File: config.mk
export PLATFORM = sky130hd
export DESIGN_NAME = bsg_idiv_frontend_flat
export DESIGN_NICKNAME = d
export VERILOG_FILES = /design/src/rtl/bsg_idiv_pkg.sv /design/src/rtl/bsg_idiv_frontend_if.sv /design/src/rtl/bsg_idiv_special_case.sv /design/src/rtl/bsg_idiv_frontend.sv /design/src/flat_wrapper.sv
export SDC_FILE = /design/constraint.sdc
export NUM_CORES = 1
export LEC_CHECK = 0
export ABC_AREA = 1
export BUFFER_PORTS_ARGS = -buffer_cell sky130_fd_sc_hd__buf_2
export CORE_ASPECT_RATIO = 0.8
export CORE_UTILIZATION = 48
export DETAILED_ROUTE_END_ITERATION = 8
export PLACE_DENSITY = 0.72
export SLEW_MARGIN = 20
export SYNTH_ARGS = -nofsm -noshare
export SYNTH_HDL_FRONTEND = slang
export SYNTH_SLANG_ARGS = --single-unit
File: constraint.sdc
create_clock -name clk_i -period 2.6 [get_ports clk_i]
set_input_delay 0.26 -clock clk_i [delete_from_list [all_inputs] [get_ports clk_i]]
set_output_delay 0.26 -clock clk_i [all_outputs]
set_load 0.03 [all_outputs]
File: src/rtl/bsg_idiv_pkg.sv
// Shared types for the integer-divide frontend: op encoding, FSM states and width helpers.
package bsg_idiv_pkg;

  typedef enum logic [1:0] {
    e_div  = 2'd0,
    e_divu = 2'd1,
    e_rem  = 2'd2,
    e_remu = 2'd3
  } bsg_idiv_op_e;

  typedef enum logic [1:0] {
    e_idle,
    e_issue,
    e_wait,
    e_resp
  } bsg_idiv_state_e;

  localparam int idiv_max_width_gp = 64;

  // Most negative two's-complement value of the given width, zero-extended to the max width.
  function automatic logic [idiv_max_width_gp-1:0] idiv_signed_min(input int width);
    return idiv_max_width_gp'(1) << (width - 1);
  endfunction

  function automatic logic idiv_op_is_signed(input bsg_idiv_op_e op);
    return (op == e_div) || (op == e_rem);
  endfunction

  function automatic logic idiv_op_is_rem(input bsg_idiv_op_e op);
    return (op == e_rem) || (op == e_remu);
  endfunction

endpackage

File: src/rtl/bsg_idiv_frontend_if.sv
// Bundles the request, divider and response channels of the divide frontend.
interface bsg_idiv_frontend_if #(
  parameter int width_p = 32
);

  logic               v_i;
  logic               ready_and_o;
  logic [1:0]         op_i;
  logic [width_p-1:0] dividend_i;
  logic [width_p-1:0] divisor_i;
  logic               cache_clr_i;

  logic               div_v_o;
  logic               div_ready_and_i;
  logic [width_p-1:0] div_dividend_o;
  logic [width_p-1:0] div_divisor_o;
  logic               div_signed_o;
  logic               div_v_i;
  logic [width_p-1:0] div_quotient_i;
  logic [width_p-1:0] div_remainder_i;
  logic               div_yumi_o;

  logic               v_o;
  logic [width_p-1:0] data_o;
  logic               yumi_i;

  // The frontend masters the divider and the result channel.
  modport master (
    input  v_i, op_i, dividend_i, divisor_i, cache_clr_i,
    input  div_ready_and_i, div_v_i, div_quotient_i, div_remainder_i,
    input  yumi_i,
    output ready_and_o, div_v_o, div_dividend_o, div_divisor_o, div_signed_o,
    output div_yumi_o, v_o, data_o
  );

  modport slave (
    output v_i, op_i, dividend_i, divisor_i, cache_clr_i,
    output div_ready_and_i, div_v_i, div_quotient_i, div_remainder_i,
    output yumi_i,
    input  ready_and_o, div_v_o, div_dividend_o, div_divisor_o, div_signed_o,
    input  div_yumi_o, v_o, data_o
  );

endinterface

File: src/rtl/bsg_idiv_special_case.sv
// Classifies a divide request into zero-divisor, signed-overflow or cache-hit fast paths
// and produces the quotient/remainder for whichever class wins.
module bsg_idiv_special_case
  import bsg_idiv_pkg::*;
#(
  parameter int width_p    = 32,
  parameter bit cache_en_p = 1'b1
) (
  input  logic [width_p-1:0] dividend_i,
  input  logic [width_p-1:0] divisor_i,
  input  logic               signed_i,

  input  logic               cache_v_i,
  input  logic [width_p-1:0] cache_dividend_i,
  input  logic [width_p-1:0] cache_divisor_i,
  input  logic               cache_signed_i,
  input  logic [width_p-1:0] cache_quotient_i,
  input  logic [width_p-1:0] cache_remainder_i,

  output logic               is_zero_o,
  output logic               is_ovf_o,
  output logic               is_hit_o,
  output logic [width_p-1:0] fast_quotient_o,
  output logic [width_p-1:0] fast_remainder_o
);

  localparam logic [idiv_max_width_gp-1:0] signed_min_wide_lp = idiv_signed_min(width_p);
  localparam logic [width_p-1:0]           signed_min_lp      = signed_min_wide_lp[width_p-1:0];

  logic tag_match;

  assign tag_match = cache_v_i
                  && (dividend_i == cache_dividend_i)
                  && (divisor_i  == cache_divisor_i)
                  && (signed_i   == cache_signed_i);

  // Zero divisor outranks overflow, which outranks a cache hit.
  always_comb begin
    is_zero_o        = 1'b0;
    is_ovf_o         = 1'b0;
    is_hit_o         = 1'b0;
    fast_quotient_o  = '0;
    fast_remainder_o = '0;

    if (divisor_i == '0) begin
      is_zero_o        = 1'b1;
      fast_quotient_o  = '1;
      fast_remainder_o = dividend_i;
    end else if (signed_i && (dividend_i == signed_min_lp) && (divisor_i == '1)) begin
      is_ovf_o         = 1'b1;
      fast_quotient_o  = dividend_i;
      fast_remainder_o = '0;
    end else if (cache_en_p && tag_match) begin
      is_hit_o         = 1'b1;
      fast_quotient_o  = cache_quotient_i;
      fast_remainder_o = cache_remainder_i;
    end
  end

endmodule

File: src/rtl/bsg_idiv_frontend.sv
// Request-side frontend of the iterative divider: resolves trivial cases locally,
// otherwise issues to the divider and returns the selected quotient or remainder.
module bsg_idiv_frontend
  import bsg_idiv_pkg::*;
#(
  parameter int width_p    = 32,
  parameter bit cache_en_p = 1'b1
) (
  input logic                 clk_i,
  input logic                 reset_i,
  bsg_idiv_frontend_if.master io
);

  bsg_idiv_state_e    state_q, state_d;
  logic [width_p-1:0] dividend_q, dividend_d;
  logic [width_p-1:0] divisor_q, divisor_d;
  logic               signed_q, signed_d;
  logic               sel_rem_q, sel_rem_d;
  logic [width_p-1:0] quotient_q, quotient_d;
  logic [width_p-1:0] remainder_q, remainder_d;

  logic               cache_v_q, cache_v_d;
  logic [width_p-1:0] cache_dividend_q, cache_dividend_d;
  logic [width_p-1:0] cache_divisor_q, cache_divisor_d;
  logic               cache_signed_q, cache_signed_d;
  logic [width_p-1:0] cache_quotient_q, cache_quotient_d;
  logic [width_p-1:0] cache_remainder_q, cache_remainder_d;

  bsg_idiv_op_e       op_li;
  logic               req_signed_li;
  logic               req_rem_li;
  logic               cache_we_li;
  logic               ready_lo, div_v_lo, div_yumi_lo, v_lo;

  logic               is_zero_lo, is_ovf_lo, is_hit_lo;
  logic [width_p-1:0] fast_quotient_lo, fast_remainder_lo;

  assign op_li         = bsg_idiv_op_e'(io.op_i);
  assign req_signed_li = idiv_op_is_signed(op_li);
  assign req_rem_li    = idiv_op_is_rem(op_li);

  bsg_idiv_special_case #(
    .width_p    (width_p),
    .cache_en_p (cache_en_p)
  ) special (
    .dividend_i        (io.dividend_i),
    .divisor_i         (io.divisor_i),
    .signed_i          (req_signed_li),
    .cache_v_i         (cache_v_q),
    .cache_dividend_i  (cache_dividend_q),
    .cache_divisor_i   (cache_divisor_q),
    .cache_signed_i    (cache_signed_q),
    .cache_quotient_i  (cache_quotient_q),
    .cache_remainder_i (cache_remainder_q),
    .is_zero_o         (is_zero_lo),
    .is_ovf_o          (is_ovf_lo),
    .is_hit_o          (is_hit_lo),
    .fast_quotient_o   (fast_quotient_lo),
    .fast_remainder_o  (fast_remainder_lo)
  );

  always_comb begin
    state_d     = state_q;
    dividend_d  = dividend_q;
    divisor_d   = divisor_q;
    signed_d    = signed_q;
    sel_rem_d   = sel_rem_q;
    quotient_d  = quotient_q;
    remainder_d = remainder_q;
    ready_lo    = 1'b0;
    div_v_lo    = 1'b0;
    div_yumi_lo = 1'b0;
    v_lo        = 1'b0;
    cache_we_li = 1'b0;

    unique case (state_q)
      e_idle: begin
        ready_lo = 1'b1;
        if (io.v_i) begin
          dividend_d = io.dividend_i;
          divisor_d  = io.divisor_i;
          signed_d   = req_signed_li;
          sel_rem_d  = req_rem_li;
          if (is_zero_lo || is_ovf_lo || is_hit_lo) begin
            quotient_d  = fast_quotient_lo;
            remainder_d = fast_remainder_lo;
            state_d     = e_resp;
          end else begin
            state_d = e_issue;
          end
        end
      end
      e_issue: begin
        div_v_lo = 1'b1;
        if (io.div_ready_and_i) state_d = e_wait;
      end
      e_wait: begin
        div_yumi_lo = io.div_v_i;
        if (io.div_v_i) begin
          quotient_d  = io.div_quotient_i;
          remainder_d = io.div_remainder_i;
          cache_we_li = cache_en_p;
          state_d     = e_resp;
        end
      end
      e_resp: begin
        v_lo = 1'b1;
        if (io.yumi_i) state_d = e_idle;
      end
      default: state_d = e_idle;
    endcase
  end

  // A clear arriving with a write leaves the entry invalid.
  always_comb begin
    cache_v_d         = cache_v_q;
    cache_dividend_d  = cache_dividend_q;
    cache_divisor_d   = cache_divisor_q;
    cache_signed_d    = cache_signed_q;
    cache_quotient_d  = cache_quotient_q;
    cache_remainder_d = cache_remainder_q;

    if (cache_we_li) begin
      cache_v_d         = 1'b1;
      cache_dividend_d  = dividend_q;
      cache_divisor_d   = divisor_q;
      cache_signed_d    = signed_q;
      cache_quotient_d  = io.div_quotient_i;
      cache_remainder_d = io.div_remainder_i;
    end
    if (io.cache_clr_i) cache_v_d = 1'b0;
  end

  always_ff @(posedge clk_i) begin
    if (reset_i) begin
      state_q     <= e_idle;
      dividend_q  <= '0;
      divisor_q   <= '0;
      signed_q    <= 1'b0;
      sel_rem_q   <= 1'b0;
      quotient_q  <= '0;
      remainder_q <= '0;
    end else begin
      state_q     <= state_d;
      dividend_q  <= dividend_d;
      divisor_q   <= divisor_d;
      signed_q    <= signed_d;
      sel_rem_q   <= sel_rem_d;
      quotient_q  <= quotient_d;
      remainder_q <= remainder_d;
    end
  end

  always_ff @(posedge clk_i) begin
    if (reset_i) begin
      cache_v_q         <= 1'b0;
      cache_dividend_q  <= '0;
      cache_divisor_q   <= '0;
      cache_signed_q    <= 1'b0;
      cache_quotient_q  <= '0;
      cache_remainder_q <= '0;
    end else begin
      cache_v_q         <= cache_v_d;
      cache_dividend_q  <= cache_dividend_d;
      cache_divisor_q   <= cache_divisor_d;
      cache_signed_q    <= cache_signed_d;
      cache_quotient_q  <= cache_quotient_d;
      cache_remainder_q <= cache_remainder_d;
    end
  end

  // Outputs are forced low while reset is held so nothing leaks from a discarded operation.
  assign io.ready_and_o    = ready_lo & ~reset_i;
  assign io.div_v_o        = div_v_lo & ~reset_i;
  assign io.div_yumi_o     = div_yumi_lo & ~reset_i;
  assign io.v_o            = v_lo & ~reset_i;
  assign io.div_dividend_o = reset_i ? '0 : dividend_q;
  assign io.div_divisor_o  = reset_i ? '0 : divisor_q;
  assign io.div_signed_o   = signed_q & ~reset_i;
  assign io.data_o         = reset_i ? '0 : (sel_rem_q ? remainder_q : quotient_q);

endmodule

File: src/flat_wrapper.sv
// flat-port wrapper written by rule: the top's interface ports become plain ports
module bsg_idiv_frontend_flat import bsg_idiv_pkg::*;
#(
  parameter int width_p    = 32,
  parameter bit cache_en_p = 1'b1
)
  (clk_i, reset_i, io_v_i, io_op_i, io_dividend_i, io_divisor_i, io_cache_clr_i, io_div_ready_and_i, io_div_v_i, io_div_quotient_i, io_div_remainder_i, io_yumi_i, io_ready_and_o, io_div_v_o, io_div_dividend_o, io_div_divisor_o, io_div_signed_o, io_div_yumi_o, io_v_o, io_data_o);
  bsg_idiv_frontend_if #(.width_p(width_p)) io_i ();
  input logic clk_i;
  input logic reset_i;
  input wire logic [$bits(io_i.v_i)-1:0] io_v_i;
  input wire logic [$bits(io_i.op_i)-1:0] io_op_i;
  input wire logic [$bits(io_i.dividend_i)-1:0] io_dividend_i;
  input wire logic [$bits(io_i.divisor_i)-1:0] io_divisor_i;
  input wire logic [$bits(io_i.cache_clr_i)-1:0] io_cache_clr_i;
  input wire logic [$bits(io_i.div_ready_and_i)-1:0] io_div_ready_and_i;
  input wire logic [$bits(io_i.div_v_i)-1:0] io_div_v_i;
  input wire logic [$bits(io_i.div_quotient_i)-1:0] io_div_quotient_i;
  input wire logic [$bits(io_i.div_remainder_i)-1:0] io_div_remainder_i;
  input wire logic [$bits(io_i.yumi_i)-1:0] io_yumi_i;
  output wire logic [$bits(io_i.ready_and_o)-1:0] io_ready_and_o;
  output wire logic [$bits(io_i.div_v_o)-1:0] io_div_v_o;
  output wire logic [$bits(io_i.div_dividend_o)-1:0] io_div_dividend_o;
  output wire logic [$bits(io_i.div_divisor_o)-1:0] io_div_divisor_o;
  output wire logic [$bits(io_i.div_signed_o)-1:0] io_div_signed_o;
  output wire logic [$bits(io_i.div_yumi_o)-1:0] io_div_yumi_o;
  output wire logic [$bits(io_i.v_o)-1:0] io_v_o;
  output wire logic [$bits(io_i.data_o)-1:0] io_data_o;
  assign io_i.v_i = io_v_i;
  assign io_i.op_i = io_op_i;
  assign io_i.dividend_i = io_dividend_i;
  assign io_i.divisor_i = io_divisor_i;
  assign io_i.cache_clr_i = io_cache_clr_i;
  assign io_i.div_ready_and_i = io_div_ready_and_i;
  assign io_i.div_v_i = io_div_v_i;
  assign io_i.div_quotient_i = io_div_quotient_i;
  assign io_i.div_remainder_i = io_div_remainder_i;
  assign io_i.yumi_i = io_yumi_i;
  assign io_ready_and_o = io_i.ready_and_o;
  assign io_div_v_o = io_i.div_v_o;
  assign io_div_dividend_o = io_i.div_dividend_o;
  assign io_div_divisor_o = io_i.div_divisor_o;
  assign io_div_signed_o = io_i.div_signed_o;
  assign io_div_yumi_o = io_i.div_yumi_o;
  assign io_v_o = io_i.v_o;
  assign io_data_o = io_i.data_o;
  bsg_idiv_frontend #(.width_p(width_p), .cache_en_p(cache_en_p)) u_core (.clk_i(clk_i), .reset_i(reset_i), .io(io_i));
endmodule
After elaboration in Yosys (flattened, before gate mapping)
Index checks and enable logic that the tools add are counted. Widths: inputs -> output; s select.

Output and inout port bits: 101. Bits in registers: 262. Bits of input ports: 137. Logic and storage cells: 87.

Bitwise gates (word level): 6. Reductions and logical operators: 17. Eq/ne operators: 15. Multiplexer cells: 36.

Operator list (number): $mux 32 (16); $pmux 32 s2 (2); $eq 32x32->1 (2); $eq 32x32->1 const B (2); $logic_not 32->1 (1); $mux 1 (12); $mux 2 (5); $eq 2x2->1 const B (4); $ne 2x2->1 const B (4); $pmux 2 s4 (1); $reduce_and 4->1 (2); $and 1x1->1 (5); $logic_and 1x1->1 (5); $logic_not 2->1 (2); $logic_or 1x1->1 (4); $eq 2x1->1 const B (1); $ne 2x1->1 const B (1); $reduce_and 2->1 (1); $reduce_bool 2->1 (1); $reduce_or 2->1 (1); $eq 1x1->1 (1); $not 1->1 (1).

Logic depth before layout (Yosys ltp)
Depth after elaboration: 11. Depth in mapped cells: 18.

By module
From an unflattened synthesis, not the netlist that was laid out.

Cell total of the unflattened synthesis: 2138. Area total of the unflattened synthesis: 13452.9 µm².

By module, submodules not included: bsg_idiv_frontend (area each 11026.8 µm², instances 1, cells an instance 1569); bsg_idiv_special_case (area each 2426.1 µm², instances 1, cells an instance 569).

Least setup slack after synthesis
OpenSTA, ideal clock, no wires.

Kind: reg2reg. Start: reg u_core.state_q[0]. End: reg u_core.cache_quotient_q[0]. Data required time: 2.526 ns. Arrival time: 1.760 ns. Stages on the path, launching flop included: 9. Setup slack: 0.766 ns. Path through: dfxtp_1 inv_1 ha_1 nand2_1 clkbuf_1 nor2_1 inv_1 clkbuf_1 o21ai_0.

Cells in the longest elaborated chain, start to end: 2.

Ends and longest elaborated chain: from (decl) (RTL line bsg_idiv_frontend.sv:14) `bsg_idiv_state_e state_q, state_d;`; from (signal assigned) (RTL line bsg_idiv_frontend.sv:136) `state_q <= e_idle;`; from (signal assigned) (RTL line bsg_idiv_frontend.sv:144) `state_q <= state_d;`; $eq 2x2->1 (RTL line bsg_idiv_frontend.sv:76) `unique case (state_q)`; $mux 1 (RTL line bsg_idiv_frontend.sv:76); to (signal assigned) (RTL line bsg_idiv_frontend.sv:167) `cache_quotient_q <= cache_quotient_d;`; to (decl) (RTL line bsg_idiv_frontend.sv:26) `logic [width_p-1:0] cache_quotient_q, cache_quotient_d;`.

Every way passes these cells. A chain may end at the register's enable or synchronous reset.

Worst setup path in the final report
Start: reg u_core.state_q[0]. End: out io_div_yumi_o.

Cells in the longest elaborated chain, start to end: 3.

Ends and longest elaborated chain: $eq 2x2->1 (RTL line bsg_idiv_frontend.sv:76); $mux 1 (RTL line bsg_idiv_frontend.sv:76); $and 1x1->1 (RTL line bsg_idiv_frontend.sv:175) `assign io.div_yumi_o = div_yumi_lo & ~reset_i;`; to (decl) (RTL line flat_wrapper.sv:26) `output wire logic [$bits(io_i.div_yumi_o)-1:0] io_div_yumi_o;`.

Every way passes these cells.

==> results.sh <==
export IMPL_outcome="complete, no violations"
export IMPL_hp_class="input pin to flop"
export IMPL_end_kind="output port"
export IMPL_slowest_delay_ns=0.35
export IMPL_synthXorXnorAreaFrac=0.00649
export IMPL_utilization=0.592
export IMPL_synthTopCellsByArea="dfxtp_1, nand2_1, o21ai_0"
export IMPL_cts_buffers=28
export IMPL_rsz0062_at_grt="false"
export IMPL_reg2regPathDepth=11
export IMPL_clockPowerShare=0.271
export IMPL_slew_viol_final=0
export IMPL_core_area_um2=27400
export IMPL_crit_slowest_cell="dfxtp_1"
export IMPL_grt_pass1_vias=12560
export IMPL_p_int_w=0.00977
export IMPL_combPwrFrac=0.369
export IMPL_p_sw_w=0.00624
export IMPL_clkLatencyLatePin_ns=0.56
export IMPL_wl_met1_mm=20.0
export IMPL_hold_violations=0
export IMPL_tns_ns=0
export IMPL_post_route_drc_count=0
export IMPL_min_period_ns=2.48
export IMPL_clock_sinks=262
export IMPL_synthToLayoutAreaGrowth_pct=20.3
export IMPL_path_class="flop to output port"
export IMPL_routed_wl_mm=42.1
export IMPL_p_per_area_nw_per_um2=987
export IMPL_clk_pin_slew_ns=0.06
export IMPL_drtIter0Drc=1349
export IMPL_setup_violations=0
export IMPL_dieArea_um2=28800
export IMPL_r2r_start="u_core.state_q[0]"
export IMPL_fin_crit_sh=0.954
export IMPL_rr_endpoint="u_core.quotient_q[22]"
export IMPL_start_kind="flop"
export IMPL_seq_area_frac_synth=0.389
export IMPL_wl_met2_mm=17.8
export IMPL_crit_chain="inv_1, ha_2, buf_12, nand2_4, nor2_1, buf_2"
export IMPL_netlist_area_leader_share=0.389
export IMPL_leakage_nw=7.51
export IMPL_clock_tree_root_cell="clkbuf_16"
export IMPL_yosysUniqueCellTypes=31
export IMPL_htreeDepth=1
export IMPL_drive_gt1_frac=0.175
export IMPL_worstMarginPinSlew_ns=0.663
export IMPL_synth_fa_ha_area_frac=0.00464
export IMPL_wire_per_inst_um=15.4
export IMPL_peakVddDrop_uv=584
export IMPL_port_buffers=237
export IMPL_grt_max_degree=149
export IMPL_cts_buffer_depth=3
export IMPL_grt_pass1_wl_mm=66.2
export IMPL_avgSynthCellArea_um2=6.25
export IMPL_route_vias_total=14095
export IMPL_drv_cap=0
export IMPL_cts_tree="built"
export IMPL_antenna_found_initial=3
export IMPL_placementRows=54
export IMPL_initial_utilization=0.492
export IMPL_fp_dieW_um=189
export IMPL_yosysTopAreaCell="dfxtp_1"
export IMPL_crit_start="u_core.state_q[0]"
export IMPL_grt_use_total=0.284
export IMPL_endpoint="io_div_yumi_o"
export IMPL_fillerInstances=2703
export IMPL_dr_wl_met3_mm=3.24
export IMPL_highest_layer="met5"
export IMPL_synthMuxAreaShare=0
export IMPL_ys_ff_latch=262
export IMPL_ant_nets=0
export IMPL_grt_ovfl_total=0
export IMPL_final_nets=2490
export IMPL_post_route_cell_area_um2=16200
export IMPL_max_freq_mhz=403
export IMPL_yosysWarnings=0
export IMPL_r2r_setup_slack_ns=0.32
export IMPL_place_area_um2=15000
export IMPL_skew_ns=0.0229
export IMPL_p_seq_frac=0.360
export IMPL_drtPass1Iterations=8
export IMPL_required_ns=2.34
export IMPL_relSlewSlack=0.558
export IMPL_post_cts_buffers=0
export IMPL_die_h_um=152
export IMPL_syn_nets=2302
export IMPL_synth_top_family_by_area="simple AND/OR/NAND/NOR gates"
export IMPL_cp_arrival_ns=2.22
export IMPL_netlist_area_um2=13500
export IMPL_power_switching_share=0.390
export IMPL_ios=238
export IMPL_hp_start="io_div_quotient_i[26]"
export IMPL_vias_per_cell=5.15
export IMPL_holdWs_ns=0.00926
export IMPL_synth_simple_area_share=0.296
export IMPL_syn_inst=2160
export IMPL_place_congestion=0.897
export IMPL_critical_path_peak_fanout=52
export IMPL_place_hpwl_mm=29.4
export IMPL_synth_compound_area_share=0.178
flip-flops by register name (all words and copies together), names as in the netlist:
register	cells
u_core.dividend_q	32
u_core.cache_dividend_q	32
u_core.cache_signed_q	1
u_core.quotient_q	32
u_core.cache_v_q	1
u_core.cache_remainder_q	32
u_core.sel_rem_q	1
u_core.cache_quotient_q	32
u_core.remainder_q	32
u_core.signed_q	1
u_core.state_q	2
u_core.divisor_q	32
u_core.cache_divisor_q	32
cells in the final DEF (no fill, tap or decap), drive strengths merged, types with 4 or more instances in the layout:
cell type / instances
nor2: 314
nand4: 12
nand3: 114
xnor2: 9
or2: 35
ha: 5
o21ai: 262
inv: 299
bufinv: 4
buf: 268
dlygate4sd3: 25
nand2: 493
clkinv: 5
clkbuf: 43
dfxtp: 262
a21oi: 211
layout make-up:
type / count / area, um^2 / area share
well taps: 364 / 455 / 0.0281
diodes: 2 / 5.00 / 0.000308
inverters: 300 / 1140 / 0.0700
flip-flops and latches: 262 / 5250 / 0.323
multi-input cells: 1463 / 6570 / 0.405
clock buffers: 43 / 868 / 0.0535
clock inverters: 8 / 140 / 0.00863
repair buffers: 293 / 1810 / 0.111
worst max-delay path: cells and delay by family, from the launching register on:
kind,cells,cell delay (ns)
adder cells (fa/ha/maj),1,0.27
AND/OR/NAND/NOR,2,0.39
buffers and inverters,3,0.65
flip-flops,1,0.35
Yosys cell counts, drive strengths merged:
| master | n |
|---|---|
| clkinv | 2 |
| o22ai | 2 |
| o21ai | 262 |
| inv | 298 |
| nand3 | 114 |
| or2 | 35 |
| nand3b | 1 |
| dfxtp | 262 |
| nand2 | 493 |
| a31oi | 2 |
| xnor2 | 9 |
| nand4 | 12 |
| clkbuf | 110 |
| xor2 | 1 |
| nor3 | 1 |
| nor2 | 314 |
| a21oi | 211 |
| ha | 5 |
| buf | 25 |
| a21boi | 1 |
per-stage QoR:
step           std cells  power (W)  setup WS (ns)
2_1_floorplan       2160    0.00993          0.766
3_3_place_gp        2657     0.0115          0.363
3_5_place_dp        2657     0.0116          0.305
4_1_cts             2733     0.0160         0.0583
5_1_grt             2735     0.0170         0.0570
6_report            2735     0.0160          0.119
power by group through the flow:
stage / clock network, W / logic, W / registers (W)
after detailed placement: 0 / 0.00579 / 0.00582
after global routing: 0.00458 / 0.00660 / 0.00587
after CTS: 0.00439 / 0.00586 / 0.00574
after global placement: 0 / 0.00569 / 0.00578
final: 0.00434 / 0.00590 / 0.00577
after floorplan: 0 / 0.00431 / 0.00562
worst min path at each step:
stage	endpoint	slack (ns)	cells past startpoint
4_1_cts	u_core.cache_quotient_q[13]	0.0009	3
6_report	u_core.cache_quotient_q[26]	0.009	3
5_1_grt	u_core.cache_quotient_q[30]	0.001	3
2_1_floorplan	u_core.cache_v_q	0.41	3
3_5_place_dp	u_core.cache_quotient_q[29]	0.44	2
3_3_place_gp	u_core.cache_quotient_q[29]	0.44	2
kinds of logic after synthesis:
kind of cell,after synthesis
AND/OR/NAND/NOR,970
AO/OA/AOI/OAI,478
buffers and inverters,435
flip-flops,262
XOR/XNOR,10
adder cells (fa/ha/maj),5
layer usage:
metal,track usage,up-vias
met2,0.415,529
met1,0.428,6386
li1,-,7111
met3,0.0395,67
met5,0,-
met4,0.0829,2
what timing repair did:
action	CTS	global route
setup endpoints to repair	1	1
hold buffers	25	0
cloned	0	0
gates resized for setup	2	1
hold endpoints to repair	25	0
(Power assumes the default switching activity.)
